## src/rtl/vga_noise_colorizer_pkg.sv

```systemverilog
// Shared constants for the VGA noise colorizer: palette indices, the 4x4
// ordered-dither table and sync polarity helpers.
package vga_noise_pkg;

    localparam logic [1:0] PAL_GRAY  = 2'd0;
    localparam logic [1:0] PAL_FIRE  = 2'd1;
    localparam logic [1:0] PAL_OCEAN = 2'd2;
    localparam logic [1:0] PAL_RAW   = 2'd3;

    // Indexed [y][x].
    localparam logic [3:0] BAYER4X4 [4][4] = '{
        '{4'd0,  4'd8,  4'd2,  4'd10},
        '{4'd12, 4'd4,  4'd14, 4'd6 },
        '{4'd3,  4'd11, 4'd1,  4'd9 },
        '{4'd15, 4'd7,  4'd13, 4'd5 }
    };

    // Level a sync line rests at when not asserted.
    function automatic logic sync_idle_level(input logic active_low);
        return active_low;
    endfunction

    // True when the line level means "sync asserted".
    function automatic logic sync_asserted(input logic level, input logic active_low);
        return level ^ active_low;
    endfunction

endpackage

```

## src/rtl/vga_noise_colorizer_sync_delay_line.sv

```systemverilog
// Fixed-depth shift register with a configurable reset fill value. DEPTH=0
// degenerates to a plain wire.
module sync_delay_line #(
    parameter int unsigned      WIDTH     = 1,
    parameter int unsigned      DEPTH     = 1,
    parameter logic [WIDTH-1:0] RESET_VAL = '0
) (
    input  logic             clk,
    input  logic             reset,
    input  logic [WIDTH-1:0] d_in,
    output logic [WIDTH-1:0] d_out
);

    if (DEPTH == 0) begin : g_wire
        logic unused_clk_reset;
        assign unused_clk_reset = clk ^ reset;
        assign d_out = d_in;
    end else begin : g_shift
        logic [WIDTH-1:0] stage_q [DEPTH];
        logic [WIDTH-1:0] stage_d [DEPTH];

        // Each stage takes the value of the one before it.
        always_comb begin
            stage_d[0] = d_in;
            for (int i = 1; i < int'(DEPTH); i++) begin
                stage_d[i] = stage_q[i-1];
            end
        end

        // Stage registers, filled with RESET_VAL on reset.
        always_ff @(posedge clk) begin
            for (int i = 0; i < int'(DEPTH); i++) begin
                if (reset) begin
                    stage_q[i] <= RESET_VAL;
                end else begin
                    stage_q[i] <= stage_d[i];
                end
            end
        end

        assign d_out = stage_q[DEPTH-1];
    end

endmodule

```

## src/rtl/vga_noise_colorizer.sv

```systemverilog
// Output stage of the VGA noise demo: aligns sync/active/position with the
// noise pipeline, optionally dithers, maps through a frame-rotated palette
// and registers the pin outputs.
// Define VGA_NOISE_DITHER_EN to enable the 4x4 ordered dither; otherwise the
// x/y inputs are ignored and the top nibble of the noise is used directly.
module vga_noise_colorizer
    import vga_noise_pkg::*;
#(
    parameter int unsigned NOISE_LAT        = 1,
    parameter int unsigned FRAMES_PER_PAL   = 60,
    parameter bit          VSYNC_ACTIVE_LOW = 1'b1,
    parameter bit          HSYNC_ACTIVE_LOW = 1'b1
) (
    input  logic       clk,
    input  logic       reset,
    input  logic       hsync_in,
    input  logic       vsync_in,
    input  logic       active_in,
    input  logic [1:0] x_in,
    input  logic [1:0] y_in,
    input  logic [7:0] noise_in,
    input  logic       pal_force_en,
    input  logic [1:0] pal_force_idx,
    output logic       hsync_out,
    output logic       vsync_out,
    output logic [5:0] rrggbb_out,
    output logic [1:0] palette_idx,
    output logic       frame_start
);

    localparam logic HS_IDLE = sync_idle_level(HSYNC_ACTIVE_LOW);
    localparam logic VS_IDLE = sync_idle_level(VSYNC_ACTIVE_LOW);
    localparam int unsigned CNT_W = (FRAMES_PER_PAL > 1) ? $clog2(FRAMES_PER_PAL) : 1;
    localparam logic [CNT_W-1:0] CNT_LAST = CNT_W'(FRAMES_PER_PAL - 1);

`ifdef VGA_NOISE_DITHER_EN
    localparam int unsigned BW = 7;
    localparam logic [BW-1:0] BUNDLE_IDLE = {HS_IDLE, VS_IDLE, 1'b0, 4'b0000};
`else
    localparam int unsigned BW = 3;
    localparam logic [BW-1:0] BUNDLE_IDLE = {HS_IDLE, VS_IDLE, 1'b0};
`endif

    logic [BW-1:0] bundle_in;
    logic [BW-1:0] bundle_a;
    logic          hsync_a;
    logic          vsync_a;
    logic          active_a;
    logic [3:0]    n4;
    logic          unused_bits;

    logic [5:0]       rgb_d, rgb_q;
    logic             hsync_d, hsync_q;
    logic             vsync_d, vsync_q;
    logic             frame_start_d, frame_start_q;
    logic [1:0]       palette_idx_d, palette_idx_q;
    logic [CNT_W-1:0] frame_cnt_d, frame_cnt_q;

`ifdef VGA_NOISE_DITHER_EN
    logic [1:0] x_a, y_a;
    logic [8:0] sum9;
    logic [7:0] sat;

    assign bundle_in = {hsync_in, vsync_in, active_in, x_in, y_in};
    assign x_a       = bundle_a[3:2];
    assign y_a       = bundle_a[1:0];
    assign sum9      = {1'b0, noise_in} + {5'b00000, BAYER4X4[y_a][x_a]};
    assign sat       = sum9[8] ? 8'hFF : sum9[7:0];
    assign n4        = sat[7:4];
    assign unused_bits = ^sat[3:0];
`else
    assign bundle_in   = {hsync_in, vsync_in, active_in};
    assign n4          = noise_in[7:4];
    assign unused_bits = ^{x_in, y_in, noise_in[1:0]};
`endif

    sync_delay_line #(
        .WIDTH     (BW),
        .DEPTH     (NOISE_LAT),
        .RESET_VAL (BUNDLE_IDLE)
    ) u_delay (
        .clk   (clk),
        .reset (reset),
        .d_in  (bundle_in),
        .d_out (bundle_a)
    );

    assign hsync_a  = bundle_a[BW-1];
    assign vsync_a  = bundle_a[BW-2];
    assign active_a = bundle_a[BW-3];

    // Palette mapping of the aligned pixel; blanked outside active video.
    always_comb begin
        rgb_d   = '0;
        hsync_d = hsync_a;
        vsync_d = vsync_a;
        if (active_a) begin
            case (palette_idx_q)
                PAL_GRAY:  rgb_d = {n4[3:2], n4[3:2], n4[3:2]};
                PAL_FIRE:  rgb_d = {(n4[3] ? 2'b11 : n4[2:1]), n4[3:2],
                                    ((n4 == 4'hF) ? 2'b11 : 2'b00)};
                PAL_OCEAN: rgb_d = {2'b00, n4[3:2], (n4[3] ? 2'b11 : n4[2:1])};
                PAL_RAW:   rgb_d = noise_in[7:2];
                default:   rgb_d = '0;
            endcase
        end
    end

    // Frame-start edge detect (vsync_q is the previous aligned vsync) and
    // palette rotation; the force inputs only matter at a frame start.
    always_comb begin
        frame_start_d = sync_asserted(vsync_a, VSYNC_ACTIVE_LOW) &&
                        !sync_asserted(vsync_q, VSYNC_ACTIVE_LOW);
        palette_idx_d = palette_idx_q;
        frame_cnt_d   = frame_cnt_q;
        if (frame_start_d) begin
            if (pal_force_en) begin
                palette_idx_d = pal_force_idx;
                frame_cnt_d   = '0;
            end else if (frame_cnt_q == CNT_LAST) begin
                palette_idx_d = palette_idx_q + 2'd1;
                frame_cnt_d   = '0;
            end else begin
                frame_cnt_d = frame_cnt_q + CNT_W'(1);
            end
        end
    end

    // Output and frame-state registers.
    always_ff @(posedge clk) begin
        if (reset) begin
            rgb_q         <= '0;
            hsync_q       <= HS_IDLE;
            vsync_q       <= VS_IDLE;
            frame_start_q <= 1'b0;
            palette_idx_q <= PAL_GRAY;
            frame_cnt_q   <= '0;
        end else begin
            rgb_q         <= rgb_d;
            hsync_q       <= hsync_d;
            vsync_q       <= vsync_d;
            frame_start_q <= frame_start_d;
            palette_idx_q <= palette_idx_d;
            frame_cnt_q   <= frame_cnt_d;
        end
    end

    assign rrggbb_out  = rgb_q;
    assign hsync_out   = hsync_q;
    assign vsync_out   = vsync_q;
    assign frame_start = frame_start_q;
    assign palette_idx = palette_idx_q;

endmodule

```

## config.mk

```make
export PLATFORM = sky130hd
export DESIGN_NAME = vga_noise_colorizer
export DESIGN_NICKNAME = d
export VERILOG_FILES = /design/src/rtl/vga_noise_colorizer_pkg.sv /design/src/rtl/vga_noise_colorizer_sync_delay_line.sv /design/src/rtl/vga_noise_colorizer.sv
export SDC_FILE = /design/constraint.sdc
export NUM_CORES = 1
export LEC_CHECK = 0
export CORE_MARGIN = 5
export CORE_UTILIZATION = 46
export CTS_BUF_LIST = sky130_fd_sc_hd__clkbuf_8
export DETAILED_ROUTE_END_ITERATION = 7
export HOLD_SLACK_MARGIN = 0.1
export PLACE_DENSITY = 0.89
export SETUP_SLACK_MARGIN = 0.4
export SLEW_MARGIN = 10
export SYNTH_ARGS = -nofsm -noshare
export SYNTH_HDL_FRONTEND = slang
export SYNTH_SLANG_ARGS = --single-unit
export TNS_END_PERCENT = 5
```

## constraint.sdc

```tcl
create_clock -name clk -period 1.9 [get_ports clk]
set_input_delay 0.38 -clock clk [delete_from_list [all_inputs] [get_ports clk]]
set_output_delay 0.38 -clock clk [all_outputs]
set_load 0.005 [all_outputs]
```

Word level (Yosys, flattened, before mapping)
Memory sizes are Yosys's and may differ from the RTL's.
Index checks and enable logic that the tools add are counted.
{ "totals": {"ff_bits": 17, "ramBits": 3, "inputBits": 20, "out_inout_bits": 11, "elab_cells": 34, "memories": 1} }
{ "mem_list": {"columns": ["memory", "depth", "word_bits", "rd", "rd_ports_with_merged_regs", "wr", "line", "rtl"], "rows": [
  ["u_delay.g_shift.stage_q", 1, 3, 1, 0, 1, "vga_noise_colorizer_sync_delay_line.sv:19", "logic [WIDTH-1:0] stage_q [DEPTH];"]
]} }
{ "op_classes": {"add_sub_neg": 2, "eq_ne": 5, "n_mux": 12, "n_bitwise": 2, "n_reduce_logical": 6} }
{ "ops": {"columns": ["cell", "count"], "rows": [
  ["$pmux 6 s4", 1],
  ["$mux 6", 2],
  ["$mux 2", 4],
  ["$add 6x1->6 const B", 1],
  ["$eq 6x6->1 const B", 1],
  ["$eq 2x2->1 const B", 2],
  ["$eq 4x4->1 const B", 1],
  ["$mux 1", 4],
  ["$mux 3", 1],
  ["$reduce_or 3->1", 1],
  ["$add 2x1->2 const B", 1],
  ["$eq 2x1->1 const B", 1],
  ["$logic_not 2->1", 1],
  ["$not 1->1", 2],
  ["$reduce_and 2->1", 1],
  ["$reduce_bool 2->1", 1],
  ["$reduce_or 2->1", 1],
  ["$logic_and 1x1->1", 1]
]} }

Depth between registers and ports, before layout
Gate-level depths: netlist of the first run.
{ "depth": {"word_depth": 3, "depth_mapped": 5, "ltp_nobuf": 5} }

Hierarchy
Synthesis of the first run repeated with hierarchy kept, for this count alone.
{ "unflattened": {"hier_cells": 105, "area_unflattened_um2": 958.4} }
{ "by_module_without_submodules": {"columns": ["mod", "n_inst", "cells_per_inst", "area_per_inst_um2", "seq_area_each_um2"], "rows": [
  ["vga_noise_colorizer", 1, 99, 879.6, 340.3],
  ["sync_delay_line", 1, 6, 78.8, 60.1]
]} }

Least setup slack after synthesis of the first run
Ideal clock, no wire load.
{ "synth_timing": {"path_type": "register to register", "startpoint": "register palette_idx_q[0] (netlist: palette_idx[0])", "endpoint": "register rgb_q[2] (netlist: rrggbb_out[2])", "setup_ns": 0.118, "t_arrival_ns": 1.335, "required_ns": 1.782, "setup_slack_ns": 0.447, "stages_incl_launch_ff": 6, "path_buffers": 0, "synth_period_minus_slack_ns": 1.453, "path_cell_list": "dfxtp_1 inv_1 ha_1 or3_1 a22oi_1 nor2_1"} }
{ "synth_via": {"elab_chain_cells": 2, "elab_cells_between_ends": 5, "cone_classes": "eq/ne: 3; mux: 1; reduce/logical: 1"} }
{ "synth_rtl": {"columns": ["item", "line", "rtl"], "rows": [
  ["start: declaration", "vga_noise_colorizer.sv:56", "logic [1:0] palette_idx_d, palette_idx_q;"],
  ["start signal: assignment", "vga_noise_colorizer.sv:143", "palette_idx_q <= palette_idx_d;"],
  ["$eq 2x2->1, or another cell as far along", "vga_noise_colorizer.sv:98", "case (palette_idx_q)"],
  ["$pmux 6 s4 (*)", "vga_noise_colorizer.sv:98", null],
  ["end signal: assignment", "vga_noise_colorizer.sv:139", "rgb_q <= rgb_d;"],
  ["end: declaration", "vga_noise_colorizer.sv:52", "logic [5:0] rgb_d, rgb_q;"]
]} }
Mark *: on every way between the ends. The rest lies on a longest branch, timed or not.
A chain may end at the register's enable or synchronous reset.

Worst setup path after layout of the first run
{ "layout_timing": {"startpoint": "register palette_idx_q[1] (netlist: palette_idx[1])", "endpoint": "output palette_idx[1]"} }
{ "layout_lines": {"columns": ["item", "line", "rtl"], "rows": [
  ["end: declaration", "vga_noise_colorizer.sv:27", "output logic [1:0] palette_idx,"]
]} }
No word-level cell between the ends.

==> results of run 1 <==
==> stage by stage <==
stage / total power, mW / hold WS [ns]
2_1_floorplan: 0.494 / 0.389
3_3_place_gp: 0.544 / 0.395
3_5_place_dp: 0.549 / 0.402
4_1_cts: 0.811 / 0.418
5_1_grt: 0.841 / 0.458
6_report: 0.806 / 0.415
==> repair_timing <==
item,CTS,global route
setup buffers,0,0
endpoints found under the setup margin,6,9
endpoints found under the hold margin,0,0
resized for setup,4,12
==> kinds of logic (layout without fill, tap and decap cells) <==
group	Yosys count	in the layout	synth area share
AND/OR/NAND/NOR	36	36	0.225
buffers and inverters	10	34	0.0503
flip-flops	20	20	0.423
AO/OA/AOI/OAI	29	29	0.200
adder cells (fa/ha/maj)	6	6	0.0794
multiplexers	2	2	0.0225
==> sequential cells by signal, indices dropped and copies added (netlist names) <==
name and cells:
frame_cnt_q 6, rrggbb_out 6, vsync_out 1, u_delay.g_shift.stage_q 3, palette_idx 2, frame_start 1, hsync_out 1
==> routing by layer <==
metal  GRT usage  part of all wire
met5           0                 0
met4      0.0764             0.014
met3      0.0443             0.057
met2       0.274              0.51
met1       0.136              0.42
==> path summary, 6_finish.rpt <==
check	from	end	slack (ns)	cells past startpoint
min reg2reg	u_delay.g_shift.stage_q[0][2]	hsync_out	0.41	1
max	palette_idx[1]	palette_idx[1]	0.39	1
min	u_delay.g_shift.stage_q[0][2]	hsync_out	0.41	1
max reg2reg	palette_idx[0]	rrggbb_out[2]	0.45	5
==> area by class of cell <==
type / instances / area [sq um]
Multi-Input combinational cell: 73 / 553
Sequential cell: 20 / 412
Tap cell: 27 / 33.8
Clock buffer: 3 / 41.3
Inverter: 6 / 22.5
Timing Repair Buffer: 25 / 250
Fill cell: 176 / 649
==> worst reg2reg max path, stage by stage, from the launching register on <==
cell and delay (ns):
dfxtp_4 0.38, inv_1 0.09, ha_2 0.23, or3_4 0.39, a22oi_2 0.19, nor2_1 0.05
==> synth_stat cells (2+ instances only) <==
| library cell | count | area, sq um |
|---|---|---|
| dfxtp_1 | 20 | 400 |
| nand2_1 | 9 | 33.8 |
| inv_1 | 6 | 22.5 |
| a311oi_1 | 2 | 17.5 |
| o21ai_0 | 8 | 40.0 |
| nor2b_1 | 3 | 18.8 |
| o211ai_1 | 3 | 22.5 |
| nor2_1 | 6 | 22.5 |
| buf_2 | 2 | 10.0 |
| a21oi_1 | 8 | 40.0 |
| or2_2 | 4 | 25.0 |
| or3_1 | 3 | 18.8 |
| ha_1 | 6 | 75.1 |
| a22oi_1 | 2 | 15.0 |
| nand3b_1 | 2 | 15.0 |
==> power groups by stage <==
stage	combinational (mW)	sequential, mW	clock, mW
6_report	0.109	0.437	0.260
5_1_grt	0.119	0.438	0.284
3_3_place_gp	0.0962	0.448	0
2_1_floorplan	0.0456	0.449	0
4_1_cts	0.101	0.440	0.270
3_5_place_dp	0.100	0.449	0
==> metrics.md, run 1 <==
| Metric | Value |
|---|---|
| Pin count of the biggest net entering global routing | 11 |
| Seq cells post-synth | 20 |
| DR vias | 836 |
| CP Capture Type | output pin |
| Worst Hold Class | reg -> reg |
| RD Place Congestion | 0.891 |
| IO Count | 31 |
| Net Sw Frac | 0.215 |
| Leading cell type in the layout, fill and taps excluded | clkdlybuf4s50_1 |
| # placed instances | between 150 and 200 |
| Highest-count cells in the layout ignoring fill and taps | clkdlybuf4s50_1, dfxtp_1, nand2_1 |
| Net switching power | 173 uW |
| P_leak | roughly 0.47 nW |
| Worst Slack Setup Final | 0.391 ns |
| RSZ-0062 raised after global routing | yes |
| Cells along the critical path | clkdlybuf4s50_1 |
| Crit path required time | between 1.5 and 2 ns |
| Logic gate share of total power | 0.135 |
| WL final | around 2200 um |
| PortBufs | 24 |
| Yosys warning count | 0 |
| Setup violations, final | 0 |
| Slew margin rel. | 0.710 |
| Clk sinks | 20 |
| Number of vias per cell | 5.43 |
| Clock power frac | 0.323 |
| Total Routing Usage GR | 0.144 |
| Die area | just over 3000 sq um |
| Initial core utilization | 0.482 |
| Crit-path max FO | 6 |
| Worst path max stage delay | ~0.50 ns |
| WS Path Type | reg -> out |
| H-tree Lvls | 1 |
| Initial antenna violation count | 0 |
| Worst path arrival time | 1.13 ns |
| Sum Neg Setup Slack | 0 ns |
| Final hold vios | 0 |
| Root Buffer | clkbuf_8 |
| Clock Latency Late Sink | 0.25 ns |
| Fin crit period | 1.51 ns |
| CTS Hold Bufs | 0 |
| Vias in the first global route | 884 |
| Post-layout instance area | ~1300 sq um |
| Post-synthesis sequential area ratio | 0.423 |
| Worst Skew | ~0.0010 ns |
| Critical-path top delay cell | clkdlybuf4s50_1 |
| Final nets | 155 |
| Pre-CTS setup slack | ~0.25 ns |
| Int Power | approximately 630 uW |
| Final period utilization | 0.794 |
| Syn_nets | 129 |
| Max Freq | between 600 and 700 MHz |
| Area Growth Syn to Fin | 38.8% |
| Fin util | 0.669 |
| Mapped Area | 946 sq um |
| DRT antenna net count | 0 |
| Post-synthesis cell type count | 34 |
| CORE AREA | 1960 sq um |
| Status | finished, final reports clean |
| Std cell rows | 16 |
| Final HPWL from detailed placement | 1690 um |
| TritonCTS clock tree | yes |
| Worst VDD drop | 0.000515 V |
| Critical path buffers and inverters | 1 |
| Syn_area_per_cell | 9.18 sq um |
| DR WL/cell | around 14 um |
| CP delay by family, top | buffers and inverters |
| Iteration-0 DRC Markers | 12 |
| Die height | 55.3 um |
| Residual DRC count | 0 |
| Synth async-reset ratio | 0 |
| Reg power frac | 0.542 |
| Cells after Synth | 103 |
| Power per cell area | between 600 and 700 nW/um^2 |
| Die width | about 55 um |
| Top FF cell, synth | dfxtp_1 |
| Maximum clock path buffer count | 2 |
| Placement Cell Area | roughly 1200 sq um |
| First-pass GRT wire length | 3640 um |
| TritonRoute pass-1 iters | 4 |
| TritonCTS Buffers | 3 |
| Post-synth EDFFs | 0 |
| Post-Layout Cell Count | around 150 |
| Antenna cells | 0 |
| Setup crit start kind | flop |
| Max Cap Violations | 0 |
| Slew Limit Fails | 0 |
| Tightest Pin Transition | approximately 0.43 ns |
| Clock transition at path regs | 0.06 ns |
| Overflow after GRT | 0 |
| Share of cells above drive strength 1 | 0.173 |
Power figures use the tool's default switching activity.
==> inputs of run 2 (changes only) <==
clock period = 1.5 ns   (was 1.9 ns; I/O delays follow)
==> run 2 against run 1 <==
  * Global-route usage rose by 2.2 points
  * Total power rose by 31%
  * Die area did not move
  * Utilization rose by 4.0 points
  * First-iteration DRC count rose by 130%
  * Critical path depth rose by 4
  * Non-clock buffer count rose by 9
  * Routed wire length rose by 9.4%
  * Worst hold slack got worse by 0.0015 ns
  * Critical endpoint is now rrggbb_out[3]
==> metrics.md, run 2 (same netlist as run 1, synthesis figures left out) <==
| Metric | Value |
|---|---|
| Status | finished, final reports clean |
| Initial core utilization | 0.482 |
| RSZ-0062 raised after global routing | yes |
| Die width | 55.3 um |
| Die area | slightly above 3000 sq um |
| Worst path arrival time | 1.48 ns |
| Residual DRC count | 0 |
| FF+latch area | 413 sq um |
| DR WL/cell | 14.7 um |
| Tightest Pin Transition | about 0.40 ns |
| Worst r2r path cells | 5 |
| Leading cell type in the layout, fill and taps excluded | dfxtp_1 |
| Worst Skew | 0.00295 ns |
| Root Buffer | clkbuf_8 |
| Worst Hold Class | reg -> reg |
| Area Growth Syn to Fin | 47.0% |
| Share of cells above drive strength 1 | 0.263 |
| Pin count of the biggest net entering global routing | 12 |
| Total power | ~1.1 mW |
| WHS Path Cells | 1 |
| Iteration-0 DRC Markers | 27 |
| Final period utilization | 0.895 |
| Final hold vios | 0 |
| Setup crit start kind | flop |
| Maximum clock path buffer count | 2 |
| Number of vias per cell | 5.46 |
| Final nets | 164 |
| H-tree Lvls | 1 |
| CP Capture Type | flop |
| Antenna cells | 0 |
| Worst VDD drop | around 0.00053 V |
| Highest-count cells in the layout ignoring fill and taps | dfxtp_1, clkdlybuf4s50_1, dlygate4sd2_1 |
| TritonRoute pass-1 iters | 4 |
| Total Routing Usage GR | 0.166 |
| CORE AREA | 1960 sq um |
| Die height | 55.3 um |
| Clk sinks | 20 |
| Max Freq | 745 MHz |
| Crit path required time | 1.64 ns |
| P_leak | roughly 0.56 nW |
| WL final | 2410 um |
| Slew Limit Fails | 0 |
| Final HPWL from detailed placement | 1770 um |
| WS Path Type | reg -> reg |
| Power per cell area | 757 nW/um^2 |
| Std cell rows | 16 |
| DRT antenna net count | 0 |
| DR vias | about 900 |
| Overflow after GRT | 0 |
| Fin util | 0.709 |
| Max Cap Violations | 0 |
| TritonCTS Buffers | 3 |
| Crit-path max FO | 4 |
| IO Count | 31 |
| Multi-input gate area | 568 sq um |
| Clock Latency Late Sink | around 0.26 ns |
| First-pass GRT wire length | 4130 um |
| RD Place Congestion | 0.848 |
| Fill cells | 166 |
| Vias in the first global route | 932 |
| TritonCTS clock tree | yes |
| Initial antenna violation count | 0 |
| Slew margin rel. | 0.736 |
| PortBufs | 24 |
| Setup violations, final | 0 |
| Fin crit period | 1.34 ns |
| Clock transition at path regs | 0.07 ns |
-- run 2: changes by cell type in the layout (fill, tap and decap cells not counted), sizes merged --
cell           before  now
buf                 1   10
clkdlybuf4s50      23   13
clkinv              0    1
dlygate4sd2         0   11
dlymetal6s2s        1    0
-- run 2: per-layer routing --
layer / wire length (um) / GRT usage / part of all wire / vias to the layer above
li1: - / - / - / 440
met1: 959 / 0.178 / 0.40 / 409
met2: 1230 / 0.299 / 0.51 / 42
met3: 168 / 0.0443 / 0.070 / 5
met4: 51 / 0.0799 / 0.021 / 0
met5: 0 / 0 / 0 / -
-- run 2: critical path: stages (launching register included) --
cell     delay [ns]
dfxtp_4        0.37
inv_2          0.06
ha_2           0.18
or3_4          0.39
a22oi_2        0.17
nor2_1         0.06
-- run 2: repair_timing --
item | CTS | global route
endpoints found under the setup margin | 24 | 25
hold buffers | 0 | 0
resized for setup | 22 | 0
pin swaps | 5 | 1
endpoints found under the hold margin | 0 | 0
setup buffers | 4 | 0
-- run 2: through the flow --
| stage | hold WS, ns | area (sq um) | setup slack (ns) | std cells | TNS (ns) |
|---|---|---|---|---|---|
| after detailed placement | 0.399 | 1270 | -0.0488 | 156 | -0.107 |
| after CTS | 0.419 | 1390 | 0.157 | 164 | 0 |
| after floorplan | 0.389 | 976 | 0.232 | 103 | 0 |
| after global routing | 0.443 | 1390 | 0.0833 | 164 | 0 |
| final | 0.413 | 1390 | 0.158 | 164 | 0 |
| after global placement | 0.394 | 1270 | -0.0212 | 156 | -0.0482 |
-- run 2: where the power goes --
group | switching (mW) | total [mW] | internal (mW) | leakage [nW]
combinational | 0.0638 | 0.150 | 0.0858 | 0.375
clock | 0.169 | 0.352 | 0.182 | 0.0231
sequential | 0.00859 | 0.552 | 0.543 | 0.165
total | 0.242 | 1.05 | 0.811 | 0.563
-- run 2: final timing paths --
check	startpoint	endpoint	slack (ns)
setup / recovery	palette_idx[0]	rrggbb_out[3]	0.16
hold / removal	u_delay.g_shift.stage_q[0][2]	hsync_out	0.41
setup reg to reg	palette_idx[0]	rrggbb_out[3]	0.16
hold reg to reg	u_delay.g_shift.stage_q[0][2]	hsync_out	0.41
-- run 2: area by class of cell --
| cell class | instances | area share |
|---|---|---|
| flip-flops and latches | 20 | 0.297 |
| inverters | 6 | 0.0180 |
| clock inverters | 1 | 0.00270 |
| well taps | 27 | 0.0243 |
| clock buffers | 3 | 0.0297 |
| multi-input cells | 73 | 0.409 |
| repair buffers | 34 | 0.220 |
